### config.mk
export PLATFORM = sky130hd
export DESIGN_NAME = vga_scanout_flat
export DESIGN_NICKNAME = d
export VERILOG_FILES = /design/src/rtl/vga_scanout_if.sv /design/src/rtl/vga_scanout.sv /design/src/flat_wrapper.sv
export SDC_FILE = /design/constraint.sdc
export NUM_CORES = 1
export LEC_CHECK = 0
export CORE_MARGIN = 4
export CORE_UTILIZATION = 67
export DETAILED_ROUTE_END_ITERATION = 8
export DONT_BUFFER_PORTS = 1
export PLACE_DENSITY = 0.88
export REMOVE_ABC_BUFFERS = 1
export SLEW_MARGIN = 20
export SYNTH_ARGS = -nofsm -noshare
export SYNTH_HDL_FRONTEND = slang
export SYNTH_SLANG_ARGS = --single-unit
### constraint.sdc
create_clock -name clk -period 4.04 [get_ports clk]
set_input_delay 0.606 -clock clk [delete_from_list [all_inputs] [get_ports clk]]
set_output_delay 0.606 -clock clk [all_outputs]
set_load 0.05 [all_outputs]
### src/rtl/vga_scanout_if.sv
// Framebuffer read port and VGA pin bundle between the scanout engine and its surroundings.
interface vga_scanout_if;
  logic        fb_rd_en;
  logic [18:0] fb_addr;
  logic [11:0] fb_din;
  logic [3:0]  vga_r;
  logic [3:0]  vga_g;
  logic [3:0]  vga_b;
  logic        hsync;
  logic        vsync;
  logic        frame_start;

  modport master (
    output fb_rd_en, fb_addr, vga_r, vga_g, vga_b, hsync, vsync, frame_start,
    input  fb_din
  );

  modport slave (
    input  fb_rd_en, fb_addr, vga_r, vga_g, vga_b, hsync, vsync, frame_start,
    output fb_din
  );
endinterface

### src/rtl/vga_scanout.sv
// VGA timing generator and framebuffer scanout: one read per visible pixel, with sync
// realigned to the returned pixel data through a RD_LATENCY-deep delay line.
module vga_scanout #(
  parameter int unsigned H_VISIBLE  = 640,
  parameter int unsigned H_FRONT    = 16,
  parameter int unsigned H_SYNC     = 96,
  parameter int unsigned H_BACK     = 48,
  parameter int unsigned V_VISIBLE  = 480,
  parameter int unsigned V_FRONT    = 10,
  parameter int unsigned V_SYNC     = 2,
  parameter int unsigned V_BACK     = 33,
  parameter int unsigned RD_LATENCY = 2
) (
  input  logic          clk,
  input  logic          rst,
  vga_scanout_if.master bus
);
  localparam int unsigned H_TOTAL  = H_VISIBLE + H_FRONT + H_SYNC + H_BACK;
  localparam int unsigned V_TOTAL  = V_VISIBLE + V_FRONT + V_SYNC + V_BACK;
  localparam int unsigned H_W      = $clog2(H_TOTAL);
  localparam int unsigned V_W      = $clog2(V_TOTAL);
  localparam int unsigned A_W      = 19;
  localparam int unsigned PIX_W    = 12;
  localparam int unsigned ADDR_MAX = H_VISIBLE * V_VISIBLE - 1;
  localparam int unsigned HS_FIRST = H_VISIBLE + H_FRONT;
  localparam int unsigned HS_LAST  = HS_FIRST + H_SYNC - 1;
  localparam int unsigned VS_FIRST = V_VISIBLE + V_FRONT;
  localparam int unsigned VS_LAST  = VS_FIRST + V_SYNC - 1;

  logic [H_W-1:0]        h_cnt_q, h_cnt_d;
  logic [V_W-1:0]        v_cnt_q, v_cnt_d;
  logic [A_W-1:0]        lin_addr_q, lin_addr_d;
  logic                  visible_c, hsync_raw_c, vsync_raw_c, first_c;
  logic [A_W-1:0]        fb_addr_q, fb_addr_d;
  logic                  fb_rd_en_q, fb_rd_en_d;
  logic                  hs1_q, hs1_d, vs1_q, vs1_d, first1_q, first1_d;
  logic [RD_LATENCY-1:0] vis_dly_q, vis_dly_d;
  logic [RD_LATENCY-1:0] hs_dly_q, hs_dly_d;
  logic [RD_LATENCY-1:0] vs_dly_q, vs_dly_d;
  logic [RD_LATENCY-1:0] first_dly_q, first_dly_d;
  logic [PIX_W-1:0]      rgb_q, rgb_d;
  logic                  hsync_q, hsync_d, vsync_q, vsync_d;
  logic                  frame_start_q, frame_start_d;

  // Raster position decode
  always_comb begin
    visible_c   = (h_cnt_q < H_W'(H_VISIBLE)) && (v_cnt_q < V_W'(V_VISIBLE));
    hsync_raw_c = !((h_cnt_q >= H_W'(HS_FIRST)) && (h_cnt_q <= H_W'(HS_LAST)));
    vsync_raw_c = !((v_cnt_q >= V_W'(VS_FIRST)) && (v_cnt_q <= V_W'(VS_LAST)));
    first_c     = (h_cnt_q == '0) && (v_cnt_q == '0);
  end

  // Raster counters and linear address; the address parks at 0 after the last pixel
  always_comb begin
    h_cnt_d    = h_cnt_q + H_W'(1);
    v_cnt_d    = v_cnt_q;
    lin_addr_d = lin_addr_q;
    if (h_cnt_q == H_W'(H_TOTAL - 1)) begin
      h_cnt_d = '0;
      v_cnt_d = (v_cnt_q == V_W'(V_TOTAL - 1)) ? '0 : v_cnt_q + V_W'(1);
    end
    if ((h_cnt_d == '0) && (v_cnt_d == '0)) begin
      lin_addr_d = '0;
    end else if (visible_c) begin
      lin_addr_d = (lin_addr_q == A_W'(ADDR_MAX)) ? '0 : lin_addr_q + A_W'(1);
    end
  end

  // Read issue stage and delay line matching the framebuffer read latency
  always_comb begin
    fb_addr_d   = visible_c ? lin_addr_q : '0;
    fb_rd_en_d  = visible_c;
    hs1_d       = hsync_raw_c;
    vs1_d       = vsync_raw_c;
    first1_d    = first_c;
    vis_dly_d   = vis_dly_q;
    hs_dly_d    = hs_dly_q;
    vs_dly_d    = vs_dly_q;
    first_dly_d = first_dly_q;
    vis_dly_d[0]   = fb_rd_en_q;
    hs_dly_d[0]    = hs1_q;
    vs_dly_d[0]    = vs1_q;
    first_dly_d[0] = first1_q;
    for (int unsigned i = 1; i < RD_LATENCY; i++) begin
      vis_dly_d[i]   = vis_dly_q[i-1];
      hs_dly_d[i]    = hs_dly_q[i-1];
      vs_dly_d[i]    = vs_dly_q[i-1];
      first_dly_d[i] = first_dly_q[i-1];
    end
  end

  // Pin stage: blank pixels forced black
  always_comb begin
    rgb_d         = vis_dly_q[RD_LATENCY-1] ? bus.fb_din : '0;
    hsync_d       = hs_dly_q[RD_LATENCY-1];
    vsync_d       = vs_dly_q[RD_LATENCY-1];
    frame_start_d = first_dly_q[RD_LATENCY-1];
  end

  always_ff @(posedge clk) begin
    if (rst) begin
      h_cnt_q       <= '0;
      v_cnt_q       <= '0;
      lin_addr_q    <= '0;
      fb_addr_q     <= '0;
      fb_rd_en_q    <= 1'b0;
      hs1_q         <= 1'b1;
      vs1_q         <= 1'b1;
      first1_q      <= 1'b0;
      vis_dly_q     <= '0;
      hs_dly_q      <= '1;
      vs_dly_q      <= '1;
      first_dly_q   <= '0;
      rgb_q         <= '0;
      hsync_q       <= 1'b1;
      vsync_q       <= 1'b1;
      frame_start_q <= 1'b0;
    end else begin
      h_cnt_q       <= h_cnt_d;
      v_cnt_q       <= v_cnt_d;
      lin_addr_q    <= lin_addr_d;
      fb_addr_q     <= fb_addr_d;
      fb_rd_en_q    <= fb_rd_en_d;
      hs1_q         <= hs1_d;
      vs1_q         <= vs1_d;
      first1_q      <= first1_d;
      vis_dly_q     <= vis_dly_d;
      hs_dly_q      <= hs_dly_d;
      vs_dly_q      <= vs_dly_d;
      first_dly_q   <= first_dly_d;
      rgb_q         <= rgb_d;
      hsync_q       <= hsync_d;
      vsync_q       <= vsync_d;
      frame_start_q <= frame_start_d;
    end
  end

  assign bus.fb_addr     = fb_addr_q;
  assign bus.fb_rd_en    = fb_rd_en_q;
  assign bus.vga_r       = rgb_q[11:8];
  assign bus.vga_g       = rgb_q[7:4];
  assign bus.vga_b       = rgb_q[3:0];
  assign bus.hsync       = hsync_q;
  assign bus.vsync       = vsync_q;
  assign bus.frame_start = frame_start_q;
endmodule
### src/flat_wrapper.sv
// flat-port wrapper written by rule: the top's interface ports become plain ports
module vga_scanout_flat 
#(
  parameter int unsigned H_VISIBLE  = 640,
  parameter int unsigned H_FRONT    = 16,
  parameter int unsigned H_SYNC     = 96,
  parameter int unsigned H_BACK     = 48,
  parameter int unsigned V_VISIBLE  = 480,
  parameter int unsigned V_FRONT    = 10,
  parameter int unsigned V_SYNC     = 2,
  parameter int unsigned V_BACK     = 33,
  parameter int unsigned RD_LATENCY = 2
)
  (clk, rst, bus_fb_rd_en, bus_fb_addr, bus_vga_r, bus_vga_g, bus_vga_b, bus_hsync, bus_vsync, bus_frame_start, bus_fb_din);
  vga_scanout_if bus_i ();
  input  logic clk;
  input  logic rst;
  output wire logic [$bits(bus_i.fb_rd_en)-1:0] bus_fb_rd_en;
  output wire logic [$bits(bus_i.fb_addr)-1:0] bus_fb_addr;
  output wire logic [$bits(bus_i.vga_r)-1:0] bus_vga_r;
  output wire logic [$bits(bus_i.vga_g)-1:0] bus_vga_g;
  output wire logic [$bits(bus_i.vga_b)-1:0] bus_vga_b;
  output wire logic [$bits(bus_i.hsync)-1:0] bus_hsync;
  output wire logic [$bits(bus_i.vsync)-1:0] bus_vsync;
  output wire logic [$bits(bus_i.frame_start)-1:0] bus_frame_start;
  input wire logic [$bits(bus_i.fb_din)-1:0] bus_fb_din;
  assign bus_fb_rd_en = bus_i.fb_rd_en;
  assign bus_fb_addr = bus_i.fb_addr;
  assign bus_vga_r = bus_i.vga_r;
  assign bus_vga_g = bus_i.vga_g;
  assign bus_vga_b = bus_i.vga_b;
  assign bus_hsync = bus_i.hsync;
  assign bus_vsync = bus_i.vsync;
  assign bus_frame_start = bus_i.frame_start;
  assign bus_i.fb_din = bus_fb_din;
  vga_scanout #(.H_VISIBLE(H_VISIBLE), .H_FRONT(H_FRONT), .H_SYNC(H_SYNC), .H_BACK(H_BACK), .V_VISIBLE(V_VISIBLE), .V_FRONT(V_FRONT), .V_SYNC(V_SYNC), .V_BACK(V_BACK), .RD_LATENCY(RD_LATENCY)) u_core (.clk(clk), .rst(rst), .bus(bus_i));
endmodule
==> flow_summary.yaml, run 1 <==
setup_path:
  ff2ff_path_depth: 10
  critical-path-slowest-cell: "dfxtp_1"
  critical_path.max_stage_delay_ps: 480
  worstPathCellList: "ha_1, nand3_1, nor3_2, buf_4, nand3_1, xor2_1, o21ai_1, a2111oi_4, buf_4, nor4_1"
  critPathArrivalTime_ps: 2980
  regToRegSetupSlack_ps: 1240
  crit_type: "flop to flop"
  r2r-start: "u_core.h_cnt_q[0]$_SDFF_PP0_"
  worstSetupEndpointType: "flop"
  worst-path-max-fanout: 19
  required_ps: 4220
  critPathLaunchType: "flop"
  r2r-end: "u_core.lin_addr_q[16]$_SDFFE_PP0P_"
logic_synthesis:
  ys_seq_elements: 85
  yosys.area.top_type: "dfxtp_1"
  synth_area_sq_um: 3530
  synth_top_area_share_pct: 48.21
  syn_inst: 384
  synth_edf_count: 0
  synth_ff_type: "dfxtp_1"
  synth-seq-area-share_pct: 48.21
  synth_area_leaders: "dfxtp_1 48%, and2_1 5.5%, xor2_1 4.5%, nand3_1 3.4%, nor4_1 3.2%"
  synth_async_sr_flop_share_pct: 0
  yosys_warnings: 0
  ys_types: 44
  synth_area_per_cell_sq_um: 9.192
grt:
  overflow: 0
  grt_usage_pct: 23.47
  grt_max_degree: 55
  grt_pass1_vias: 2504
  antenna_found_initial: 0
  grt_pass1_wl_um: 11850
sta:
  setup_viol: 0
  min_period_ps: 2802
  tns_ps: 0
  hold_ws_ps: 324.4
  finalClockSkew_ps: 8.701
  worst_slew_pin_slew_ps: 940.9
  hold_viol: 0
  slew_violations: 0
  clock.fmax_mhz: 356.9
  rsz0062_at_grt: "false"
  fin_crit_sh_pct: 69.36
  max_slew_margin_pct: 37.04
die:
  die_area_sq_um: 6493
  die_x_um: 80.58
  coreArea_sq_um: 5107
  die_y_um: 80.58
  row_count: 26
  io-pin-count: 49
  start_util_pct: 69.11
power:
  p_leak_uw: 0.001327
  powerDensity_nw_per_um2: 403.1
  vdd_drop_max_mv: 0.2231
cells_and_area:
  nNetsFinal: 390
  area_growth_syn_to_layout_pct: 4.856
  layout_common_cells: "85 x dfxtp_1, 31 x and2_1, 29 x nor2_1"
  n_antenna_cell: 0
  final_common_cell: "dfxtp_1"
  drive_gt1_share_pct: 7.467
drt:
  vias: 2720
  antenna_left: 0
  drc: 0
  totalWireLength_um: 7053
  wire_per_inst_um: 15.85
  dr.pass1.iters: 6
  initialDrtViolationCount: 230
  viasPerCell: 6.112
clocking:
  clk_pin_slew_ps: 80
  htreeDepth: 3
  cts_setup_buffers: 0
  cts_tree: "yes"
  clockBufferDepth: 2
  cts-resized-gates: 0
  numClockSinks: 85
  insertion_delay_ps: 340
  numCtsBuffers: 9
  ctsHoldBuffers: 0
  ctsRootBufferMaster: "clkbuf_8"
hold_path:
  min_to: "u_core.v_cnt_q[3]$_SDFF_PP0_"
  hold_depth: 1
  hold_path_startpoint: "rst"
  min_path_type: "input pin to flop"
job:
  maxCapViolations: 0
placement:
  hpwl_um: 4799
  place_congestion: 0.8925
  portBuffers: 0
outcome:
  status: "finished, final reports clean"
Yosys cell counts (all sizes together) (4+ instances only):
master   n
xor2    18
nand3   24
dfxtp   85
o21ai   11
a211oi   4
a21oi    9
buf      5
ha       6
nor4    19
clkbuf  22
nor2b   11
nand2   14
xnor2   11
nor2    29
and2    31
a22oi    4
or2      6
nand4    9
nor3    20
and3     8
inv     10
critical path: cells and delay by family, from the launching register on:
| kind | cells | cell delay, ps |
|---|---|---|
| xor+xnor | 1 | 210 |
| flops | 1 | 480 |
| simple gates | 4 | 580 |
| fa+ha+maj | 1 | 330 |
| compound gates | 2 | 520 |
| buf+inv | 2 | 520 |
layer usage:
layer	part of all wire [%]	global-route usage, %	wire length (um)
met5	0	0	0
met4	2.7	10.47	192
met3	7.4	6.390	524
met2	50	39.57	3498
met1	40	27.72	2838
worst max-delay path by stage:
stage / from / end / cells after the start
detailed placement: u_core.h_cnt_q[0]$_SDFF_PP0_ / u_core.lin_addr_q[16]$_SDFFE_PP0P_ / 8
global placement: u_core.h_cnt_q[0]$_SDFF_PP0_ / u_core.lin_addr_q[11]$_SDFFE_PP0P_ / 8
global route: u_core.h_cnt_q[8]$_SDFF_PP0_ / u_core.lin_addr_q[7]$_SDFFE_PP0P_ / 5
finish: u_core.h_cnt_q[0]$_SDFF_PP0_ / u_core.lin_addr_q[16]$_SDFFE_PP0P_ / 10
floorplan: u_core.h_cnt_q[0]$_SDFF_PP0_ / u_core.lin_addr_q[0]$_SDFFE_PP0P_ / 8
CTS: u_core.h_cnt_q[0]$_SDFF_PP0_ / u_core.lin_addr_q[16]$_SDFFE_PP0P_ / 10
sequential cells by signal (all words and copies together), names as in the netlist, 2 cells and up:
signal / count
u_core.bus.fb_addr: 19
u_core.rgb_q: 12
u_core.vis_dly_q: 2
u_core.h_cnt_q: 10
u_core.v_cnt_q: 10
u_core.vs_dly_q: 2
u_core.lin_addr_q: 19
u_core.first_dly_q: 2
u_core.hs_dly_q: 2
cells by family after synthesis:
group | Yosys count | share of synthesized area, %
AOI/OAI and AO/OA | 37 | 7.090
xor gates and xnor gates | 29 | 7.196
adders and majority gates | 6 | 2.127
buffers and inverters | 37 | 4.538
DFF | 85 | 48.21
muxes | 1 | 0.3190
and+or+nand+nor | 189 | 30.52
stage by stage:
step           total power (uW)  setup slack [ps]  cells  area [sq um]  utilization [%]
2_1_floorplan             922.4              1338    357          3407                -
3_3_place_gp              931.1              1442    429          3510            68.72
3_5_place_dp              933.6              1312    429          3510            68.72
4_1_cts                    1502              1285    445          3701            72.46
5_1_grt                    1555              1033    445          3701            72.46
6_report                   1492              1238    445          3701            72.46
where the power goes:
| group | leakage, uW | switching [uW] | internal, uW |
|---|---|---|---|
| clock network | 0.0000939 | 290 | 289 |
| registers | 0.000688 | 27.6 | 850 |
| logic | 0.000544 | 18.7 | 17.1 |
| total | 0.00133 | 336 | 1160 |
layout make-up:
type | count | area [sq um]
Tap cell | 70 | 87.58
Clock inverter | 5 | 60.06
Timing Repair Buffer | 2 | 15.01
Inverter | 10 | 37.54
Fill cell | 377 | 1406
Multi-Input combinational cell | 262 | 1668
Clock buffer | 11 | 131.4
Sequential cell | 85 | 1702
Power figures use the tool's default switching activity.
==> inputs of run 2 (changes only) <==
CORE_UTILIZATION = 62   (was 67)
PLACE_DENSITY = 0.83   (was 0.88)
clock period = 2.7 ns   (was 4.04 ns; I/O delays follow)
==> flow_summary.yaml, run 2 (synthesis results as in run 1) <==
sta:
  slew_violations: 0
  worst_slew_pin_slew_ps: 645.9
  setup_viol: 0
  min_period_ps: 2526
  hold_ws_ps: 124.2
  fin_crit_sh_pct: 93.57
  hold_viol: 0
  finalClockSkew_ps: 11.92
  setup_ws_ps: 173.6
  max_slew_margin_pct: 56.89
  clock.fmax_mhz: 395.8
  rsz0062_at_grt: "false"
drt:
  antenna_left: 0
  initialDrtViolationCount: 249
  viasPerCell: 5.958
  dr.pass1.iters: 7
  vias: 2711
  drc: 0
  totalWireLength_um: 7093
  wire_per_inst_um: 15.59
placement:
  dp.cells: 439
  hpwl_um: 4687
  post-place-ws_ps: 231.3
  place_congestion: 0.9569
  portBuffers: 0
hold_path:
  min_to: "u_core.h_cnt_q[1]$_SDFF_PP0_"
  hold_path_startpoint: "rst"
  hold_depth: 1
  min_path_type: "input pin to flop"
setup_path:
  r2r-end: "u_core.lin_addr_q[3]$_SDFFE_PP0P_"
  critical-path-slowest-cell: "dfxtp_1"
  required_ps: 2920
  crit_buf_inv: 1
  crit_family: "simple AND/OR/NAND/NOR gates"
  worstSetupEndpointType: "flop"
  ff2ff_path_depth: 8
  critical_path.max_stage_delay_ps: 470
  critPathArrivalTime_ps: 2750
  crit_type: "flop to flop"
  worstPathCellList: "ha_1, nand4_1, nor4_4, and3_1, o21ai_1, a2111oi_4, buf_12, nor4_1"
  r2r-start: "u_core.h_cnt_q[0]$_SDFF_PP0_"
  regToRegSetupSlack_ps: 170
  worst-path-max-fanout: 19
  critPathLaunchType: "flop"
die:
  die_y_um: 83.45
  die_area_sq_um: 6964
  coreArea_sq_um: 5507
  row_count: 27
  start_util_pct: 64.10
  die_x_um: 83.45
  io-pin-count: 49
grt:
  grt_usage_pct: 20.55
  grt_pass1_vias: 2447
  grt_pass1_wl_um: 11840
  grt_max_degree: 55
  antenna_found_initial: 0
  overflow: 0
outcome:
  status: "finished, final reports clean"
cells_and_area:
  final_common_cell: "dfxtp_1"
  area_growth_syn_to_layout_pct: 7.480
  instances_no_fill: 455
  layout_common_cells: "85 x dfxtp_1, 31 x and2_1, 28 x nor2_1"
  n_fill_cell: 404
  drive_gt1_share_pct: 9.922
  multi_input_area_sq_um: 1677
  layout.area.seq_sq_um: 1702
  final_util_pct: 68.89
  n_antenna_cell: 0
  nNetsFinal: 398
clocking:
  numCtsBuffers: 9
  numClockSinks: 85
  ctsRootBufferMaster: "clkbuf_8"
  htreeDepth: 3
  insertion_delay_ps: 340
  clockBufferDepth: 2
  clk_pin_slew_ps: 80
  cts_tree: "yes"
  cts_setup_buffers: 0
  ctsHoldBuffers: 0
job:
  maxCapViolations: 0
power:
  vdd_drop_max_mv: 0.3518
  powerDensity_nw_per_um2: 596.1
  p_leak_uw: 0.001376
-- run 2: cell types whose count changed in the layout (fill, tap and decap cells not counted), sizes merged --
cell | previous run | this run
clkinv | 2 | 0
inv | 11 | 12
buf | 2 | 10
clkbuf | 11 | 12
-- run 2: routing by layer --
layer,track usage [%],vias up,part of all wire [%]
met2,32.58,138,47
met5,0,-,0
met1,26.42,1243,42
li1,-,1310,-
met4,7.749,0,2.4
met3,6.318,20,8.4
-- run 2: repair_timing --
item	in CTS	in global routing
gates resized for setup	0	1
endpoints found under the hold margin	0	0
setup endpoints to repair	0	19
-- run 2: power by group --
part	internal [uW]	switching [uW]	leakage, uW
clock network	460	431	0.0000976
registers	1270	41.7	0.000688
logic	27.7	27.8	0.000590
total	1760	501	0.00138
-- run 2: layout make-up --
type,count,share of cell area [%]
flip-flops and latches,85,44.85
multi-input cells,262,44.20
clock buffers,12,3.826
well taps,72,2.375
repair buffers,10,2.309
clock inverters,4,1.451
inverters,10,0.9894
-- run 2: through the flow --
step / total power [uW] / setup TNS [ps] / area (sq um)
after global routing: 2357 / 0 / 3794
final: 2262 / 0 / 3794
after global placement: 1394 / 0 / 3585
after CTS: 2282 / 0 / 3785
after detailed placement: 1399 / 0 / 3585
after floorplan: 1380 / -14.61 / 3407
-- run 2: worst max path at each step --
stage	start	endpoint	slack (ps)	cells past startpoint
after CTS	u_core.h_cnt_q[0]$_SDFF_PP0_	u_core.lin_addr_q[3]$_SDFFE_PP0P_	200	9
after global routing	u_core.h_cnt_q[4]$_SDFF_PP0_	u_core.lin_addr_q[5]$_SDFFE_PP0P_	5	8
final	u_core.h_cnt_q[0]$_SDFF_PP0_	u_core.lin_addr_q[3]$_SDFFE_PP0P_	170	8
after detailed placement	u_core.h_cnt_q[0]$_SDFF_PP0_	u_core.lin_addr_q[3]$_SDFFE_PP0P_	230	9
after global placement	u_core.h_cnt_q[4]$_SDFF_PP0_	u_core.lin_addr_q[7]$_SDFFE_PP0P_	310	8
after floorplan	u_core.h_cnt_q[0]$_SDFF_PP0_	u_core.lin_addr_q[0]$_SDFFE_PP0P_	-2	8
==> inputs of run 3 (changes only) <==
CORE_ASPECT_RATIO = 1.75   (was default)
PLACE_DENSITY = 0.78   (was 0.83)
SETUP_SLACK_MARGIN = 0.3   (was default)
==> flow_summary.yaml, run 3 (synthesis results as in run 1) <==
hold_path:
  min_to: "u_core.h_cnt_q[3]$_SDFF_PP0_"
  hold_depth: 1
  hold_path_startpoint: "rst"
  min_path_type: "input pin to flop"
grt:
  overflow: 0
  grt_usage_pct: 22.20
  grt_max_degree: 55
  grt_pass1_vias: 2628
  antenna_found_initial: 0
  grt_pass1_wl_um: 11890
clocking:
  clockBufferDepth: 2
  htreeDepth: 3
  clk_pin_slew_ps: 90
  numCtsBuffers: 9
  insertion_delay_ps: 360
  ctsHoldBuffers: 0
  numClockSinks: 85
  cts_tree: "yes"
  ctsRootBufferMaster: "clkbuf_8"
placement:
  dp.cells: 449
  portBuffers: 0
  place_congestion: 0.9167
  hpwl_um: 5206
  postPlaceCellArea_sq_um: 3647
die:
  coreArea_sq_um: 5540
  row_count: 36
  die_x_um: 65.04
  die_area_sq_um: 7012
  start_util_pct: 63.71
  io-pin-count: 49
  die_y_um: 107.8
sta:
  max_slew_margin_pct: 40.50
  hold_ws_ps: 103.2
  finalClockSkew_ps: 9.856
  rsz0062_at_grt: "false"
  min_period_ps: 2352
  fin_crit_sh_pct: 87.11
  worst_slew_pin_slew_ps: 889.2
  setup_viol: 0
  hold_viol: 0
  slew_violations: 0
  clock.fmax_mhz: 425.2
setup_path:
  critical_path.max_stage_delay_ps: 350
  critPathLaunchType: "flop"
  regToRegSetupSlack_ps: 350
  cp-startpoint: "u_core.h_cnt_q[0]$_SDFF_PP0_"
  r2r-start: "u_core.h_cnt_q[0]$_SDFF_PP0_"
  critical-path-slowest-cell: "dfxtp_1"
  worstSetupEndpointType: "flop"
  crit_buf_inv: 4
  worstPathCellList: "buf_4, nand4_1, buf_4, o31ai_4, nand4bb_4, a22oi_2, nor2_2, a2111oi_4, buf_6, clkbuf_16, nor4_1"
  crit_family: "compound AO/OA/AOI/OAI gates"
  required_ps: 2930
  critPathArrivalTime_ps: 2580
  crit_path_frequent_cell: "buf_4"
  worst-path-max-fanout: 7
  crit_type: "flop to flop"
  ff2ff_path_depth: 11
  r2r-end: "u_core.lin_addr_q[18]$_SDFFE_PP0P_"
drt:
  drc: 0
  initialDrtViolationCount: 193
  totalWireLength_um: 7723
  wire_per_inst_um: 16.26
  vias: 2828
  antenna_left: 0
  dr.pass1.iters: 6
  viasPerCell: 5.954
cells_and_area:
  nNetsFinal: 414
  drive_gt1_share_pct: 20.80
  final_common_cell: "dfxtp_1"
  fin_area_sq_um: 4084
  layout_common_cells: "75 x dfxtp_1, 31 x and2_1, 27 x nor2_1"
  n_antenna_cell: 0
  instances_no_fill: 475
  area_growth_syn_to_layout_pct: 15.70
power:
  vdd_drop_max_mv: 0.3177
  powerDensity_nw_per_um2: 538.4
  p_leak_uw: 0.001485
  total_power_uw: 2199
job:
  maxCapViolations: 0
outcome:
  status: "finished, final reports clean"
## run 3: changes by cell type in the layout (fill, tap and decap cells not counted), moves of 3 or more
cell	delta
ha_1	-3
dfxtp_2	+10
buf_4	+11
dfxtp_1	-10
## run 3: where the power goes
part           internal [uW]  total (uW)  switching, uW
Clock                    344         813            468
Combinational           40.0        76.1           36.1
Sequential              1270        1310           37.2
## run 3: cell type report
type | instances | area [sq um]
clock buffer | 9 | 123.9
timing repair buffer | 26 | 262.8
fill | 403 | 1456
sequential | 85 | 1714
multi-input combinational | 262 | 1793
inverter | 10 | 37.54
tap | 76 | 95.09
clock inverter | 7 | 57.56
## run 3: metal layers
layer | GRT usage (%) | wire (um)
met1 | 21.59 | 2737
met3 | 5.538 | 404
met5 | 0 | 0
met4 | 15.43 | 401
met2 | 39.85 | 4181
## run 3: worst max path at each step
stage                                         end  slack [ps]  depth (start not counted)
2_1_floorplan   u_core.lin_addr_q[0]$_SDFFE_PP0P_          -2                          8
3_3_place_gp   u_core.lin_addr_q[16]$_SDFFE_PP0P_         190                          8
3_5_place_dp   u_core.lin_addr_q[11]$_SDFFE_PP0P_         190                          8
4_1_cts        u_core.lin_addr_q[11]$_SDFFE_PP0P_         300                          8
5_1_grt        u_core.lin_addr_q[18]$_SDFFE_PP0P_         240                          9
6_report       u_core.lin_addr_q[18]$_SDFFE_PP0P_         350                         11
## run 3: per-stage QoR
step	utilization (%)	setup slack, ps	setup TNS (ps)
after floorplan	-	-1.826	-14.61
after global placement	65.83	186.0	0
after detailed placement	65.83	187.0	0
after CTS	69.33	304.8	0
after global routing	73.71	241.7	0
final	73.71	347.9	0
## run 3: repair_timing
action                                  in CTS  in global routing
buffers inserted                             0                  7
pin swaps                                    1                 14
endpoints found under the setup margin      19                 19
gates resized for setup                      2                 35
gates cloned                                 0                  3
## run 3: worst register-to-register path, cell delays in order (launching register included)
cell,delay [ps]
dfxtp_1,350
buf_4,150
nand4_1,160
buf_4,190
o31ai_4,230
nand4bb_4,160
a22oi_2,210
nor2_2,70
a2111oi_4,320
buf_6,190
clkbuf_16,150
nor4_1,50
